`src/rtl/sal_sched_pkg.sv`:
```
// ============================================================================
// Module   : sal_sched_pkg
// Purpose  : Shared command encoding and sizing constants for the scheduler.
// Revision : 1.0 - initial release
// ============================================================================
`default_nettype none

package sal_sched_pkg;

    typedef enum logic [2:0] {
        NOP = 3'd0,
        ACT = 3'd1,
        RD  = 3'd2,
        WR  = 3'd3,
        PRE = 3'd4,
        REF = 3'd5
    } cmd_t;

    localparam int c_TW_DEFAULT        = 4;
    localparam int c_NUM_BANKS_DEFAULT = 4;

    function automatic int ba_width(input int n);
        return (n > 1) ? $clog2(n) : 1;
    endfunction

    localparam int c_BA_W_DEFAULT = ba_width(c_NUM_BANKS_DEFAULT);

endpackage

`default_nettype wire

```
`src/rtl/sal_rr_arbiter.sv`:
```
// ============================================================================
// Module   : sal_rr_arbiter
// Purpose  : One-hot bank arbiter; round robin when SAL_SCHED_RR_EN is
//            defined, lowest-index fixed priority otherwise.
// Revision : 1.0 - initial release
// ============================================================================
`default_nettype none

module sal_rr_arbiter #(
    parameter int N = 4
) (
`ifdef SAL_SCHED_RR_EN
    input  logic         clk,
    input  logic         advance,
`endif
    input  logic         rst,
    input  logic [N-1:0] req,
    output logic [N-1:0] gnt
);

    logic [N-1:0] w_gnt;

`ifdef SAL_SCHED_RR_EN
    localparam int c_PW = $clog2(N);

    logic [c_PW-1:0] r_ptr;
    logic [c_PW-1:0] w_ptr_nxt;
    logic [c_PW-1:0] w_idx;
    logic            w_found;

    // N is a power of two, so pointer arithmetic wraps naturally.
    always_comb begin
        w_gnt     = '0;
        w_ptr_nxt = r_ptr;
        w_found   = 1'b0;
        w_idx     = '0;
        for (int k = 0; k < N; k++) begin
            w_idx = r_ptr + c_PW'(k);
            if (!w_found && req[w_idx]) begin
                w_gnt[w_idx] = 1'b1;
                w_found      = 1'b1;
                w_ptr_nxt    = w_idx + 1'b1;
            end
        end
    end

    always_ff @(posedge clk) begin
        if (rst) begin
            r_ptr <= '0;
        end else if (advance) begin
            r_ptr <= w_ptr_nxt;
        end
    end
`else
    assign w_gnt = req & (~req + N'(1));
`endif

    assign gnt = rst ? '0 : w_gnt;

endmodule

`default_nettype wire

```
`src/rtl/sal_cmd_sched.sv`:
```
// ============================================================================
// Module   : sal_cmd_sched
// Purpose  : Single-grant DRAM command scheduler with inter-bank timing and a
//            registered command output. Build option: SAL_SCHED_RR_EN.
// Revision : 1.0 - initial release
// ============================================================================
`default_nettype none

module sal_cmd_sched
    import sal_sched_pkg::*;
#(
    parameter int NUM_BANKS = 4,
    parameter int RA_WIDTH  = 14,
    parameter int CA_WIDTH  = 10,
    parameter int TW        = c_TW_DEFAULT
) (
    input  logic                          clk,
    input  logic                          rst,
    input  logic [NUM_BANKS-1:0]          act_req,
    input  logic [NUM_BANKS-1:0]          rd_req,
    input  logic [NUM_BANKS-1:0]          wr_req,
    input  logic [NUM_BANKS-1:0]          pre_req,
    input  logic [NUM_BANKS-1:0]          ref_req,
    input  logic [NUM_BANKS*RA_WIDTH-1:0] ra_i,
    input  logic [NUM_BANKS*CA_WIDTH-1:0] ca_i,
    output logic [NUM_BANKS-1:0]          act_gnt,
    output logic [NUM_BANKS-1:0]          rd_gnt,
    output logic [NUM_BANKS-1:0]          wr_gnt,
    output logic [NUM_BANKS-1:0]          pre_gnt,
    output logic [NUM_BANKS-1:0]          ref_gnt,
    input  logic [TW-1:0]                 t_rrd,
    input  logic [TW-1:0]                 t_ccd,
    input  logic [TW-1:0]                 t_wtr,
    input  logic [TW-1:0]                 t_rtw,
    output logic                          cmd_valid_o,
    output cmd_t                          cmd_o,
    output logic [ba_width(NUM_BANKS)-1:0] cmd_ba_o,
    output logic [RA_WIDTH-1:0]           cmd_addr_o
);

    localparam int c_BA_W = ba_width(NUM_BANKS);

    logic [TW-1:0] r_cnt_rrd, r_cnt_ccd, r_cnt_wtr, r_cnt_rtw;
    logic          w_rd_ok, w_wr_ok, w_act_ok;
    logic [NUM_BANKS-1:0] w_arb_req [4];
    logic [NUM_BANKS-1:0] w_arb_gnt [4];
    logic [3:0]           w_sel;
    logic [NUM_BANKS-1:0] w_any_gnt;
    logic                 w_any;
    logic [c_BA_W-1:0]    w_bank;
    cmd_t                 w_cmd;
    logic [RA_WIDTH-1:0]  w_addr;

    // A loaded count of t-1 makes the constraint met exactly t cycles later.
    function automatic logic [TW-1:0] f_load(input logic [TW-1:0] t);
        return (t == '0) ? '0 : t - 1'b1;
    endfunction

    function automatic logic [TW-1:0] f_dec(input logic [TW-1:0] c);
        return (c == '0) ? '0 : c - 1'b1;
    endfunction

    assign w_rd_ok  = (r_cnt_ccd == '0) && (r_cnt_wtr == '0);
    assign w_wr_ok  = (r_cnt_ccd == '0) && (r_cnt_rtw == '0);
    assign w_act_ok = (r_cnt_rrd == '0);

    // Arbiter slots: 0 column, 1 ACT, 2 PRE, 3 REF (also the priority order).
    assign w_arb_req[0] = (rd_req & {NUM_BANKS{w_rd_ok}}) | (wr_req & {NUM_BANKS{w_wr_ok}});
    assign w_arb_req[1] = act_req & {NUM_BANKS{w_act_ok}};
    assign w_arb_req[2] = pre_req;
    assign w_arb_req[3] = ref_req;

    always_comb begin
        w_sel    = '0;
        w_sel[0] = |w_arb_req[0];
        w_sel[1] = !w_sel[0] && (|w_arb_req[1]);
        w_sel[2] = !(|w_sel[1:0]) && (|w_arb_req[2]);
        w_sel[3] = !(|w_sel[2:0]) && (|w_arb_req[3]);
    end

    for (genvar g = 0; g < 4; g++) begin : g_arb
        sal_rr_arbiter #(
            .N(NUM_BANKS)
        ) u_arb (
`ifdef SAL_SCHED_RR_EN
            .clk    (clk),
            .advance(w_sel[g]),
`endif
            .rst    (rst),
            .req    (w_arb_req[g]),
            .gnt    (w_arb_gnt[g])
        );
    end

    assign rd_gnt  = w_arb_gnt[0] & rd_req & {NUM_BANKS{w_sel[0] && w_rd_ok}};
    assign wr_gnt  = w_arb_gnt[0] & wr_req & {NUM_BANKS{w_sel[0] && w_wr_ok}};
    assign act_gnt = w_arb_gnt[1] & {NUM_BANKS{w_sel[1]}};
    assign pre_gnt = w_arb_gnt[2] & {NUM_BANKS{w_sel[2]}};
    assign ref_gnt = w_arb_gnt[3] & {NUM_BANKS{w_sel[3]}};

    assign w_any_gnt = act_gnt | rd_gnt | wr_gnt | pre_gnt | ref_gnt;
    assign w_any     = |w_any_gnt;

    always_comb begin
        w_bank = '0;
        for (int i = 0; i < NUM_BANKS; i++) begin
            if (w_any_gnt[i]) begin
                w_bank = c_BA_W'(i);
            end
        end
    end

    always_comb begin
        w_cmd  = NOP;
        w_addr = '0;
        if (|rd_gnt || |wr_gnt) begin
            w_cmd                 = (|rd_gnt) ? RD : WR;
            w_addr[CA_WIDTH-1:0]  = ca_i[w_bank*CA_WIDTH +: CA_WIDTH];
        end else if (|act_gnt) begin
            w_cmd  = ACT;
            w_addr = ra_i[w_bank*RA_WIDTH +: RA_WIDTH];
        end else if (|pre_gnt) begin
            w_cmd = PRE;
        end else if (|ref_gnt) begin
            w_cmd = REF;
        end
    end

    always_ff @(posedge clk) begin
        if (rst) begin
            r_cnt_rrd <= '0;
            r_cnt_ccd <= '0;
            r_cnt_wtr <= '0;
            r_cnt_rtw <= '0;
        end else begin
            r_cnt_rrd <= (|act_gnt)            ? f_load(t_rrd) : f_dec(r_cnt_rrd);
            r_cnt_ccd <= (|rd_gnt || |wr_gnt)  ? f_load(t_ccd) : f_dec(r_cnt_ccd);
            r_cnt_wtr <= (|wr_gnt)             ? f_load(t_wtr) : f_dec(r_cnt_wtr);
            r_cnt_rtw <= (|rd_gnt)             ? f_load(t_rtw) : f_dec(r_cnt_rtw);
        end
    end

    always_ff @(posedge clk) begin
        if (rst) begin
            cmd_valid_o <= 1'b0;
            cmd_o       <= NOP;
            cmd_ba_o    <= '0;
            cmd_addr_o  <= '0;
        end else begin
            cmd_valid_o <= w_any;
            cmd_o       <= w_cmd;
            if (w_any) begin
                cmd_ba_o   <= w_bank;
                cmd_addr_o <= w_addr;
            end
        end
    end

endmodule

`default_nettype wire
```
`config.mk`:
```
export PLATFORM = sky130hd
export DESIGN_NAME = sal_cmd_sched
export DESIGN_NICKNAME = d
export VERILOG_FILES = /design/src/rtl/sal_sched_pkg.sv /design/src/rtl/sal_rr_arbiter.sv /design/src/rtl/sal_cmd_sched.sv
export SDC_FILE = /design/constraint.sdc
export NUM_CORES = 1
export LEC_CHECK = 0
export BUFFER_PORTS_ARGS = -buffer_cell sky130_fd_sc_hd__buf_2
export CAP_MARGIN = 25
export CORE_ASPECT_RATIO = 1.25
export CORE_UTILIZATION = 44
export DETAILED_ROUTE_END_ITERATION = 10
export PLACE_DENSITY = 0.83
export SYNTH_ARGS = -nofsm -noshare
export SYNTH_HDL_FRONTEND = slang
export SYNTH_SLANG_ARGS = --single-unit
export TNS_END_PERCENT = 5
```
`constraint.sdc`:
```
create_clock -name clk -period 3.15 [get_ports clk]
set_clock_uncertainty 0.2 [all_clocks]
set_input_delay 0.1575 -clock clk [delete_from_list [all_inputs] [get_ports clk]]
set_output_delay 0.1575 -clock clk [all_outputs]
set_load 0.01 [all_outputs]
```
==> flow_metrics.env, run 1 <==
export IMPL_die_width_um=74.2
export IMPL_netlist_instances=363
export IMPL_root_buffer="clkbuf_8"
export IMPL_p_leak_nw=1.88
export IMPL_finalWorstSetupSlack_ns=0.145
export IMPL_synth_cell_types=60
export IMPL_report_power_total_mw=3.60
export IMPL_slowest_delay_ns=0.54
export IMPL_synthArstFlopShare=0
export IMPL_slew_viol_final=0
export IMPL_utilization=0.670
export IMPL_timing_slew_headroom=0.649
export IMPL_synth_compound_area_share=0.386
export IMPL_max_freq_mhz=333
export IMPL_fin_crit_sh=0.954
export IMPL_cts_buffers=5
export IMPL_drt_pass1_iterations=4
export IMPL_drv_cap=0
export IMPL_muxShareOfSynthArea=0.00393
export IMPL_clk_latency_ns=0.29
export IMPL_p_per_area_nw_per_um2=861
export IMPL_p_comb_frac=0.636
export IMPL_grt_pass1_vias=3546
export IMPL_place_port_buffers=173
export IMPL_hpwl_um=7830
export IMPL_wl_per_cell_um=15.6
export IMPL_cts_num_sinks=36
export IMPL_grt_max_degree=29
export IMPL_synth_top_area_frac=0.251
export IMPL_p_sw_mw=1.61
export IMPL_groute_usage_overall=0.283
export IMPL_synth_seq_cells=36
export IMPL_dp_cells=621
export IMPL_p_clk_frac=0.157
export IMPL_initial_core_util=0.459
export IMPL_rows=32
export IMPL_synth_edf_count=0
export IMPL_vdd_drop_max_v=0.000549
export IMPL_place_congestion=0.882
export IMPL_postSynthAreaPerCell_um2=7.90
export IMPL_worst_pin_slew_ns=0.522
export IMPL_drt_iter0_markers=214
export IMPL_area_growth_pct=46.0
export IMPL_clk_path_buf_depth=2
export IMPL_cp_max_fo=10
export IMPL_cp_start_kind="flop"
export IMPL_crit_path_end_kind="flop"
export IMPL_fill_cells=552
export IMPL_setup_tns_ns=0
export IMPL_ios=174
export IMPL_final_antenna_net_count=0
export IMPL_synth_fa_ha_area_frac=0
export IMPL_cts_tree="done"
export IMPL_pwr_share_seq=0.207
export IMPL_syn_nets=497
export IMPL_num_vias=3823
export IMPL_hold_viol_final=0
export IMPL_synthTopCellsByArea="dfxtp_1 25%, nor2_1 7.3%, o221ai_1 5.2%"
export IMPL_p_int_mw=1.99
export IMPL_drc=0
export IMPL_cts_htree_levels=2
export IMPL_die_area_um2=6840
export IMPL_avgViaCountPerCell=5.94
export IMPL_ys_seq_area_frac=0.251
export IMPL_setup_viol=0
export IMPL_dieHeight_um=92.2
export IMPL_crit_type="flop to flop"
export IMPL_critPathRequiredTime_ns=3.16
export IMPL_synth_top_family_by_area="compound AO/OA/AOI/OAI gates"
export IMPL_synth_simple_area_share=0.314
export IMPL_critPathArrivalTime_ns=3.02
export IMPL_nets=691
export IMPL_synth_largest_area_cell="dfxtp_1"
export IMPL_critPathSlowestCell="nor4_4"
export IMPL_p_sw_frac=0.447
export IMPL_min_period_ns=3.01
export IMPL_rsz0062_at_grt="no"
export IMPL_syn_area_um2=2870
export IMPL_yosysMostFrequentCell="nor2_1"
export IMPL_status="completed"
export IMPL_synth_flop_cell="dfxtp_1"
export IMPL_core_area_um2=6250
export IMPL_yosysWarnings=0
export IMPL_min_path_type="primary input to flop"
export IMPL_drive_gt1_frac=0.396
export IMPL_synth_common_cells="56 x nor2_1, 36 x dfxtp_1, 21 x nand2_1"
export IMPL_stdcell_count=644
export IMPL_antenna_found_initial=1
export IMPL_synthXorXnorAreaFrac=0.00611
export IMPL_post_place_ws_ns=0.0709
export IMPL_worstPathCellList="nor4_4, nor4b_1, a211oi_1, o22ai_2, or2_0, buf_4, o311a_1, a31oi_1"
export IMPL_cts_clk_slew_worst_paths_ns=0.08
export IMPL_grt_ovfl_total=0
export IMPL_grt_pass1_wl_um=15200
export IMPL_wl_um=10000
## timing repair
item	4_1_cts	5_1_grt
endpoints found under the setup margin	0	7
hold endpoints to repair	12	0
hold buffers	13	0
resized for setup	0	1
buffers inserted	0	0
## cell usage in the layout, fill, tap and decap left out, types with 3 or more instances in the layout
cell type,netlist,layout
o21bai_1,10,10
dlygate4sd3_1,0,13
o22ai_1,5,5
and3_1,10,10
o21a_1,5,5
o32a_1,4,4
dfxtp_1,36,36
nor3_1,9,8
nand2_1,21,21
o311a_1,5,5
nor3b_1,3,3
nor4_4,3,3
nand2b_1,3,3
o221ai_1,17,17
buf_4,2,18
nand3_1,4,4
nor4_1,9,9
nand3b_1,12,12
a22o_1,4,4
clkbuf_8,0,5
buf_2,4,173
bufinv_16,0,3
a22oi_1,8,8
o211ai_1,11,11
or3_1,6,6
nor4b_1,6,6
a31oi_1,17,17
o31ai_1,4,4
a21oi_1,13,12
a211oi_1,8,8
inv_1,3,3
o211a_1,3,3
nor2_1,56,56
o21ai_0,14,14
or4_1,3,3
## worst max-delay path: cells and delay by family, from the launching register on
family | cells | cell delay, ns
AO/OA/AOI/OAI | 4 | 1.26
AND/OR/NAND/NOR | 3 | 0.92
flip-flops | 1 | 0.37
buffers and inverters | 1 | 0.18
## layer usage
layer | vias to the layer above | track usage | share of wire
li1 | 1849 | - | -
met1 | 1764 | 0.300 | 0.39
met4 | 0 | 0.112 | 0.025
met3 | 27 | 0.0604 | 0.076
met2 | 183 | 0.523 | 0.51
met5 | - | 0 | 0
## kinds of logic after synthesis
logic type             after synthesis
flip-flops                          36
AO/OA/AOI/OAI                      143
XOR/XNOR                             2
buffers and inverters               22
multiplexers                         1
AND/OR/NAND/NOR                    159
## metrics by stage
step | instance area, um2 | hold WS [ns]
after detailed placement | 3880 | 0.266
after global placement | 3880 | 0.261
after CTS | 4170 | 0.000456
after floorplan | 2870 | 0.130
after global routing | 4180 | 0.0210
final | 4180 | 0.0108
## power by group through the flow
stage	Clock [mW]	Combinational, mW	Sequential, mW
4_1_cts	0.578	2.26	0.744
5_1_grt	0.594	2.50	0.767
6_report	0.565	2.29	0.747
2_1_floorplan	0	1.54	0.777
3_3_place_gp	0	2.18	0.742
3_5_place_dp	0	2.23	0.755
## final timing paths
check                                     from              to  slack, ns  depth (start not counted)
worst max-delay path              r_cnt_wtr[0]   cmd_addr_o[4]       0.14                          8
worst max register to register    r_cnt_wtr[0]   cmd_addr_o[4]       0.14                          8
worst min-delay path                  ra_i[38]  cmd_addr_o[10]       0.01                          3
worst min register to register  cmd_addr_o[13]  cmd_addr_o[13]       0.29                          2
## sequential cells by signal, indices dropped and copies added, names as in the netlist
register	count
r_cnt_wtr	4
cmd_o	3
cmd_ba_o	2
r_cnt_rtw	4
r_cnt_rrd	4
cmd_addr_o	14
r_cnt_ccd	4
cmd_valid_o	1
## layout make-up
class                      instances  area (um2)  area share
tap                               85         106      0.0254
clock buffer                       5        68.8      0.0164
clock inverter                     3        90.1      0.0215
inverter                           4        15.0     0.00359
sequential                        36         721       0.172
antenna                            1        2.50    0.000598
multi-input combinational        305        2040       0.489
timing repair buffer             205        1140       0.272
Note: power is estimated with default switching activity, not from simulation.
==> run 2: changes to the inputs <==
Settings changed: ABC_AREA set to 1, CORE_UTILIZATION 44 to 47, PLACE_DENSITY 0.83 to 0.84.
==> flow_metrics.env, run 2 <==
export IMPL_dieHeight_um=98.1
export IMPL_cts_num_sinks=36
export IMPL_crit_type="flop to flop"
export IMPL_p_clk_frac=0.078
export IMPL_vdd_drop_max_v=0.000759
export IMPL_synth_cell_types=38
export IMPL_avgViaCountPerCell=5.09
export IMPL_drive_gt1_frac=0.281
export IMPL_largest_reg_flops=14
export IMPL_root_buffer="clkbuf_8"
export IMPL_nets=941
export IMPL_drc=0
export IMPL_netlist_instances=630
export IMPL_initial_core_util=0.491
export IMPL_area_growth_pct=32.5
export IMPL_final_common_cell="nand2_1"
export IMPL_largest_register="cmd_addr_o"
export IMPL_multi_input_area_um2=2160
export IMPL_clk_path_buf_depth=2
export IMPL_die_area_um2=7730
export IMPL_hp_start="t_wtr[1]"
export IMPL_final_antenna_net_count=0
export IMPL_die_width_um=78.9
export IMPL_grt_max_degree=41
export IMPL_ios=174
export IMPL_cts_clk_slew_worst_paths_ns=0.08
export IMPL_max_freq_mhz=348
export IMPL_core_area_um2=7060
export IMPL_synth_common_cells="199 x nand2_1, 117 x inv_1, 83 x nand3_1"
export IMPL_clk_latency_ns=0.30
export IMPL_setup_tns_ns=0
export IMPL_p_per_area_nw_per_um2=949
export IMPL_critPathMostFrequentCell="nand2_1"
export IMPL_synth_flop_cell="dfxtp_1"
export IMPL_grt_pass1_vias=4264
export IMPL_p_sw_mw=2.47
export IMPL_postSynthAreaPerCell_um2=5.51
export IMPL_min_period_ns=2.87
export IMPL_worst_pin_slew_ns=0.547
export IMPL_pwr_share_seq=0.161
export IMPL_crit_path_end_kind="flop"
export IMPL_synthArstFlopShare=0
export IMPL_cp_start_kind="flop"
export IMPL_cts_htree_levels=2
export IMPL_critPathArrivalTime_ns=2.92
export IMPL_post_place_ws_ns=0.262
export IMPL_diodes=0
export IMPL_synth_top_area_frac=0.215
export IMPL_synthTopCellsByArea="nand2_1 22%, dfxtp_1 21%, inv_1 13%"
export IMPL_path_buf_inv=2
export IMPL_p_comb_frac=0.762
export IMPL_grt_pass1_wl_um=18100
export IMPL_antenna_found_initial=0
export IMPL_slew_viol_final=0
export IMPL_cts_buffers=5
export IMPL_cp_top_family="simple AND/OR/NAND/NOR gates"
export IMPL_place_port_buffers=173
export IMPL_finalWorstSetupSlack_ns=0.276
export IMPL_drt_iter0_markers=203
export IMPL_status="completed"
export IMPL_hpwl_um=8690
export IMPL_holdPathStages=3
export IMPL_fill_cells=713
export IMPL_r2r_end="cmd_addr_o[7]"
export IMPL_syn_nets=764
export IMPL_holdWs_ns=0.00696
export IMPL_fin_crit_sh=0.912
export IMPL_wl_um=11300
export IMPL_rows=34
export IMPL_min_to="r_cnt_wtr[1]"
export IMPL_cts_tree="done"
export IMPL_ys_seq_area_frac=0.208
export IMPL_grt_ovfl_total=0
export IMPL_critPathRequiredTime_ns=3.20
export IMPL_p_sw_frac=0.565
export IMPL_wl_per_cell_um=12.6
export IMPL_slowest_delay_ns=0.33
export IMPL_drv_cap=0
export IMPL_timing_slew_headroom=0.632
export IMPL_synth_seq_cells=36
export IMPL_num_vias=4571
export IMPL_critPathSlowestCell="dfxtp_1"
export IMPL_worstRegToRegCells=17
export IMPL_rsz0062_at_grt="no"
export IMPL_setup_viol=0
export IMPL_r2r_start="r_cnt_rtw[0]"
export IMPL_final_cell_mix="199 x nand2_1, 173 x buf_2, 117 x inv_1"
export IMPL_worstPathCellList="nor2_1, nand2_1, nor2_4, nand2_1, nand3_1, nor2_1, nand2_1, nand2_1, nand3b_4, nor2_2, buf_12, nand3_1, nand2_1, nand2_1, nand3_1, nand2_1, inv_1"
export IMPL_hold_viol_final=0
export IMPL_synth_largest_area_cell="nand2_1"
export IMPL_groute_usage_overall=0.289
export IMPL_utilization=0.651
export IMPL_ff2ff_setup_slack_ns=0.28
export IMPL_yosysWarnings=0
export IMPL_synth_edf_count=0
export IMPL_syn_area_um2=3470
export IMPL_yosysMostFrequentCell="nand2_1"
export IMPL_place_congestion=0.933
export IMPL_regArea_um2=721
export IMPL_cp_max_fo=32
export IMPL_p_int_mw=1.90
export IMPL_min_path_type="primary input to flop"
export IMPL_p_leak_nw=2.89
export IMPL_drt_pass1_iterations=5
## run 2: changes by cell type in the layout (fill, tap and decap cells not counted), sizes merged, moves of 9 or more
cell | previous run | this run
nor4 | 13 | 2
o21ai | 14 | 23
o211ai | 12 | 1
nor2 | 56 | 65
nand3 | 4 | 86
o21bai | 10 | 0
and3 | 10 | 0
nand2 | 21 | 205
inv | 4 | 121
nand4 | 0 | 12
o221ai | 17 | 0
a31oi | 17 | 3
## run 2: kinds of logic after synthesis
kind of cell,after synthesis,synth area share
AND/OR/NAND/NOR,395,0.537
flip-flops,36,0.208
buffers and inverters,146,0.173
AO/OA/AOI/OAI,53,0.0829
## run 2: worst max-delay path by stage
stage	from	endpoint	cells after the start
finish	r_cnt_rtw[0]	cmd_addr_o[7]	17
global route	r_cnt_rrd[0]	cmd_addr_o[12]	17
CTS	r_cnt_ccd[0]	cmd_addr_o[7]	17
detailed placement	r_cnt_rtw[0]	cmd_addr_o[11]	14
global placement	r_cnt_ccd[0]	cmd_addr_o[7]	17
floorplan	r_cnt_rtw[0]	cmd_addr_o[4]	18
## run 2: metal layers
layer | global-route usage | part of all wire
met1 | 0.313 | 0.39
met2 | 0.558 | 0.52
met3 | 0.0355 | 0.061
met4 | 0.106 | 0.024
met5 | 0 | 0
## run 2: worst register-to-register path, stage by stage, from the launching register on
cell and delay [ns]:
dfxtp_1 0.33, nor2_1 0.15, nand2_1 0.12, nor2_4 0.15, nand2_1 0.14, nand3_1 0.15
nor2_1 0.08, nand2_1 0.14, nand2_1 0.14, nand3b_4 0.32, nor2_2 0.23, buf_12 0.20
nand3_1 0.17, nand2_1 0.09, nand2_1 0.05, nand3_1 0.09, nand2_1 0.05, inv_1 0.04
## run 2: power by group through the flow
stage | Combinational, mW | Sequential (mW) | Clock, mW
2_1_floorplan | 2.52 | 0.739 | 0
3_5_place_dp | 3.23 | 0.709 | 0
6_report | 3.32 | 0.701 | 0.340
4_1_cts | 3.26 | 0.699 | 0.347
5_1_grt | 3.71 | 0.718 | 0.363
3_3_place_gp | 3.18 | 0.704 | 0
## run 2: final cells by class
cell class                      count  area share
Sequential cell                    36       0.157
Clock inverter                      3     0.00408
Inverter                          122      0.0996
Timing Repair Buffer              194       0.231
Tap cell                           90      0.0245
Multi-Input combinational cell    448       0.469
Clock buffer                        5      0.0150
## run 2: what timing repair did
item,in CTS,in global routing
gates resized for setup,0,2
hold buffers,11,0
buffers inserted,0,3
hold endpoints to repair,11,0
endpoints found under the setup margin,0,14
## run 2: stage by stage
stage / power (mW) / area [um2] / std cells
2_1_floorplan: 3.26 / 3470 / 630
3_3_place_gp: 3.88 / 4370 / 876
3_5_place_dp: 3.94 / 4370 / 876
4_1_cts: 4.31 / 4570 / 895
5_1_grt: 4.79 / 4600 / 898
6_report: 4.36 / 4600 / 898
